**src/rtl/cursor_cmd_gen.sv**
```systemverilog
// Cursor command generator: synchronizes, debounces, arbitrates and
// auto-repeats four buttons into a row/col/add_n/fire command bus.
module cursor_cmd_gen #(
  parameter int DEBOUNCE_CYCLES = 1000000,
  parameter int REPEAT_DELAY    = 50000000,
  parameter int REPEAT_PERIOD   = 10000000
) (
  input  logic clk,
  input  logic rst,
  input  logic btn_up,
  input  logic btn_down,
  input  logic btn_left,
  input  logic btn_right,
  output logic row_en,
  output logic col_en,
  output logic add_n,
  output logic fire
);

  localparam int DW =
    (DEBOUNCE_CYCLES > 1) ? $clog2(DEBOUNCE_CYCLES) : 1;
  localparam int RMAX =
    (REPEAT_DELAY > REPEAT_PERIOD) ? REPEAT_DELAY : REPEAT_PERIOD;
  localparam int RW = (RMAX > 2) ? $clog2(RMAX) : 1;

  localparam logic [DW-1:0] DB_LAST  = DW'(DEBOUNCE_CYCLES - 1);
  localparam logic [RW-1:0] DLY_LAST = RW'(REPEAT_DELAY - 2);
  localparam logic [RW-1:0] PER_LAST = RW'(REPEAT_PERIOD - 2);

  typedef enum logic [1:0] {
    S_IDLE,
    S_FIRE,
    S_WAIT
  } state_t;

  // Button index: 0=up 1=down 2=left 3=right (also priority order)
  logic [3:0]    w_raw;
  logic [3:0]    r_sync1;
  logic [3:0]    r_sync2;
  logic [3:0]    r_deb;
  logic [DW-1:0] r_dcnt [4];

  state_t        r_state;
  state_t        w_nxt;
  logic [1:0]    r_dir;
  logic [1:0]    w_dir;
  logic [1:0]    w_pick;
  logic          r_first;
  logic [RW-1:0] r_rcnt;
  logic          w_hit;
  logic          w_go;

  assign w_raw = {btn_right, btn_left, btn_down, btn_up};

  // Two-flop synchronizer followed by a mismatch-count debouncer
  always_ff @(posedge clk) begin
    if (rst) begin
      r_sync1 <= '0;
      r_sync2 <= '0;
      r_deb   <= '0;
      for (int i = 0; i < 4; i++) r_dcnt[i] <= '0;
    end else begin
      r_sync1 <= w_raw;
      r_sync2 <= r_sync1;
      for (int i = 0; i < 4; i++) begin
        if (r_sync2[i] == r_deb[i]) begin
          r_dcnt[i] <= '0;
        end else if (r_dcnt[i] == DB_LAST) begin
          r_dcnt[i] <= '0;
          r_deb[i]  <= r_sync2[i];
        end else begin
          r_dcnt[i] <= r_dcnt[i] + 1'b1;
        end
      end
    end
  end

  // Fixed-priority pick among debounced-pressed buttons
  always_comb begin
    w_pick = 2'd3;
    if (r_deb[0])      w_pick = 2'd0;
    else if (r_deb[1]) w_pick = 2'd1;
    else if (r_deb[2]) w_pick = 2'd2;
  end

  assign w_hit = (r_rcnt == (r_first ? DLY_LAST : PER_LAST));

  // Next-state logic; dir is only re-chosen when leaving IDLE
  always_comb begin
    w_nxt = r_state;
    w_dir = r_dir;
    unique case (r_state)
      S_IDLE: begin
        if (|r_deb) begin
          w_nxt = S_FIRE;
          w_dir = w_pick;
        end
      end
      S_FIRE: w_nxt = S_WAIT;
      S_WAIT: begin
        if (!r_deb[r_dir]) w_nxt = S_IDLE;
        else if (w_hit)    w_nxt = S_FIRE;
      end
      default: w_nxt = S_IDLE;
    endcase
  end

  assign w_go = (w_nxt == S_FIRE);

  // State, repeat counter and registered command outputs
  always_ff @(posedge clk) begin
    if (rst) begin
      r_state <= S_IDLE;
      r_dir   <= 2'd0;
      r_first <= 1'b0;
      r_rcnt  <= '0;
      fire    <= 1'b0;
      row_en  <= 1'b0;
      col_en  <= 1'b0;
      add_n   <= 1'b0;
    end else begin
      r_state <= w_nxt;
      r_dir   <= w_dir;
      if (r_state != S_WAIT) r_rcnt <= '0;
      else if (!w_hit)       r_rcnt <= r_rcnt + 1'b1;
      if (r_state == S_IDLE && w_go)      r_first <= 1'b1;
      else if (r_state == S_WAIT && w_go) r_first <= 1'b0;
      fire   <= w_go;
      row_en <= w_go & ~w_dir[1];
      col_en <= w_go & w_dir[1];
      add_n  <= w_go & ~w_dir[0];
    end
  end

endmodule

```
**config.mk**
```make
export PLATFORM = sky130hd
export DESIGN_NAME = cursor_cmd_gen
export DESIGN_NICKNAME = d
export VERILOG_FILES = /design/src/rtl/cursor_cmd_gen.sv
export SDC_FILE = /design/constraint.sdc
export NUM_CORES = 1
export LEC_CHECK = 0
export BUFFER_PORTS_ARGS = -buffer_cell sky130_fd_sc_hd__buf_2
export CAP_MARGIN = 20
export CORE_AREA = 2 2 95 143
export CTS_BUF_LIST = sky130_fd_sc_hd__clkbuf_4 sky130_fd_sc_hd__clkbuf_8
export DETAILED_ROUTE_END_ITERATION = 12
export DIE_AREA = 0 0 97 145
export GPL_ROUTABILITY_DRIVEN = 0
export GPL_TIMING_DRIVEN = 0
export PLACE_DENSITY_LB_ADDON = 0.3
export SYNTH_ARGS = -nofsm -noshare
export SYNTH_HDL_FRONTEND = slang
export SYNTH_SLANG_ARGS = --single-unit
```
**constraint.sdc**
```tcl
create_clock -name clk -period 2.9 [get_ports clk]
set_input_delay 0.145 -clock clk [delete_from_list [all_inputs] [get_ports clk]]
set_output_delay 0.145 -clock clk [all_outputs]
set_load 0.05 [all_outputs]
```
==> results.py <==
metrics = {
    "clock_network": {
        "cts_tree": "yes",
        "h-tree-depth": 4,
        "clkTransAtPathRegs_ps": 70,
        "clk_path_buf_depth": 2,
        "cts_buffers": 17,
        "insertion_delay_ps": 440,
        "cts_num_sinks": 127,
        "cts_root_buf": "clkbuf_8",
    },
    "global_route": {
        "antenna_found_initial": 0,
        "first_global_vias": 4677,
        "grt_max_degree": 17,
        "grt_overflow": 0,
        "grt_pass1_wl_mm": 20.1,
        "grt.total_usage": 0.172,
    },
    "placement": {
        "hpwl_mm": 8.11,
        "place.port_buffers": 9,
        "placed_cell_area_um2": 6820,
        "dp_cells": 873,
        "dpl_worst_slack_ps": 303,
    },
    "worst_setup_path": {
        "worstRegToRegCells": 9,
        "endpoint_kind": "register",
        "reg2reg_slack_ps": 370,
        "required_ps": 3080,
        "r2r_start": "r_dcnt[2][0]",
        "cp_max_fo": 10,
        "critical_path.startpoint_type": "register",
        "reg2reg_to": "r_dcnt[2][17]",
        "critical_path_arrival_ps": 2710,
        "path_class": "register to register",
    },
    "sta": {
        "finalClockSkew_ps": 9.98,
        "holdWs_ps": 176,
        "fin_tns_setup_ps": 0,
        "fmax_mhz": 396,
        "rsz0062_at_grt": "false",
        "worst_pin_slew_ps": 769,
        "fin_crit_ps": 2530,
        "drv_slew": 0,
        "min_period_over_period": 0.872,
        "slew_headroom": 0.483,
        "layout_setup_ws_ps": 372,
        "finalHoldViolations": 0,
        "setup_viol": 0,
    },
    "synthesis": {
        "synth_edf_count": 80,
        "ys_seq_area_frac": 0.532,
        "yosysUniqueCellTypes": 46,
        "synth_cells": 626,
        "yosys_warnings": 0,
        "async_flop_share": 0,
        "ys.flop_type": "edfxtp_1",
        "syn_avg_cell_area_um2": 10.0,
        "ys_seq_elements": 127,
        "syn_area_um2": 6280,
    },
    "routing": {
        "wire_per_inst_um": 12.6,
        "drt_first_pass_iters": 4,
        "remaining_drc_errors": 0,
        "antenna_left": 0,
        "via_count": 4632,
        "drt_iter0_drc": 222,
        "drt_wl_total_mm": 11.4,
        "via_per_inst": 5.11,
    },
    "floorplanning": {
        "placementRows": 51,
        "ioPinCount": 10,
        "die_h_um": 145,
        "fp.dieW_um": 97,
        "die_area_um2": 14100,
        "initial_core_util": 0.490,
        "coreArea_um2": 12800,
    },
    "power_and_ir_drop": {
        "p_clk_frac": 0.429,
        "power_frac_seq": 0.540,
        "ir_drop_mv": 0.351,
        "p_sw_frac": 0.212,
        "cellPowerDensity_nw_per_um2": 515,
        "p_leak_nw": 2.43,
        "p_sw_mw": 0.796,
        "p_comb_frac": 0.031,
        "finalPower_mw": 3.75,
        "internal_power_mw": 2.95,
    },
    "cells_and_area": {
        "final_util": 0.567,
        "final_nets": 749,
        "antenna_cells": 0,
        "fin_area_um2": 7270,
        "drive_gt1_frac": 0.0655,
        "final_cells": 907,
        "syn2layout_area_growth_pct": 15.8,
    },
    "job": {
        "cap_violations": 0,
    },
    "worst_hold_path": {
        "min_path_cells": 3,
        "hp-start": "rst",
        "hold_path.class": "input port to register",
        "min_to": "r_dcnt[2][2]",
    },
    "outcome": {
        "outcome": "complete, no violations",
    },
}
-- worst max path at each step --
stage / start / endpoint / slack (ps)
6_report: r_dcnt[2][0] / r_dcnt[2][17] / 370
3_5_place_dp: r_dcnt[2][0] / r_dcnt[2][15] / 300
2_1_floorplan: r_dcnt[2][0] / r_dcnt[2][11] / 760
3_3_place_gp: r_dcnt[2][0] / r_dcnt[2][15] / 340
5_1_grt: r_dcnt[2][0] / r_dcnt[2][17] / 120
4_1_cts: r_dcnt[2][0] / r_dcnt[2][17] / 290
-- state kept, by name, indices dropped and copies added, names as in the netlist, 2 cells and up --
register  flops
r_sync1       4
r_deb         4
r_dir         2
r_rcnt       26
r_sync2       4
r_dcnt       80
r_state       2
-- power groups by stage --
stage | combinational (mW) | sequential, mW | clock (mW)
2_1_floorplan | 0.0910 | 2.05 | 0
3_3_place_gp | 0.107 | 2.06 | 0
3_5_place_dp | 0.108 | 2.06 | 0
4_1_cts | 0.114 | 2.02 | 1.65
5_1_grt | 0.136 | 2.03 | 1.72
6_report | 0.117 | 2.02 | 1.61
-- cell type report --
cell class | instances | area, µm²
clock buffers | 18 | 241
well taps | 159 | 199
fillers | 1098 | 5550
plain buffers | 19 | 83.8
flip-flops and latches | 127 | 3340
repair buffers | 13 | 85.1
inverters | 16 | 60.1
multi-input cells | 543 | 3090
clock inverters | 12 | 170
-- repair_timing --
item	CTS	global route
resized for setup	0	0
hold buffers	4	0
buffers inserted	0	0
endpoints found under the hold margin	4	0
-- worst max-delay path, cell delays in order (launching register included) --
cell	delay, ps
edfxtp_1	380
ha_1	220
nand2_1	70
or2_1	220
clkbuf_1	200
nor4_1	480
or2_2	190
buf_2	200
buf_2	240
nor2_1	70
-- placed cells by master (no fill, tap or decap), drive strengths merged, types with 5 or more instances in the layout --
master / synthesis / routed
nor2: 125 / 125
edfxtp: 80 / 80
conb: 1 / 80
xnor2: 57 / 57
dfxtp: 47 / 47
nand3: 42 / 42
nand2: 39 / 39
xor2: 35 / 35
clkbuf: 12 / 30
nor3: 22 / 22
nor4: 17 / 17
inv: 16 / 16
nand4: 16 / 16
buf: 7 / 16
and3: 13 / 13
a21oi: 12 / 12
nor2b: 10 / 10
and4: 9 / 9
or3: 9 / 9
o21ai: 7 / 7
ha: 6 / 6
nand2b: 5 / 5
nor4b: 5 / 5
mux2i: 5 / 5
clkinv: 0 / 5
-- Yosys cell counts (2+ instances only) --
library cell	n	share of area
dfxtp_1	47	0.15
buf_1	2	0.0012
or3_1	9	0.0090
nand4_1	16	0.016
mux2i_1	5	0.0080
or4_1	2	0.0024
nor3b_1	4	0.0048
or2_1	2	0.0020
ha_1	6	0.012
and3_1	13	0.013
o21ai_1	4	0.0032
o21ai_0	3	0.0024
nor2b_1	10	0.010
clkbuf_1	12	0.0072
a21oi_1	11	0.0088
nand2b_1	5	0.0050
nor4b_1	5	0.0070
nor2_1	125	0.075
nor4bb_1	4	0.0064
xor2_1	35	0.049
nor4_1	17	0.017
a211oi_1	2	0.0024
nand2_1	39	0.023
and4_1	9	0.013
xnor2_1	57	0.079
buf_2	4	0.0032
edfxtp_1	80	0.38
nand3_1	42	0.033
nand3b_1	3	0.0036
nor3_1	22	0.018
inv_1	16	0.0096
-- routing by layer --
metal | share of wire | routed length (µm) | up-vias | track usage
met4 | 0.015 | 172 | 0 | 0.0697
met5 | 0 | 0 | - | 0
met2 | 0.52 | 5940 | 55 | 0.304
met3 | 0.022 | 251 | 15 | 0.0390
li1 | - | - | 2345 | -
met1 | 0.44 | 5020 | 2217 | 0.199
-- cell families after synthesis --
group	Yosys count	share of synthesized area
simple gates	332	0.264
flops	127	0.532
xor+xnor	92	0.128
buf+inv	35	0.0229
compound gates	27	0.0285
fa+ha+maj	6	0.0119
mux	6	0.0116
other cells	1	0.000597
Power figures use the tool's default switching activity.
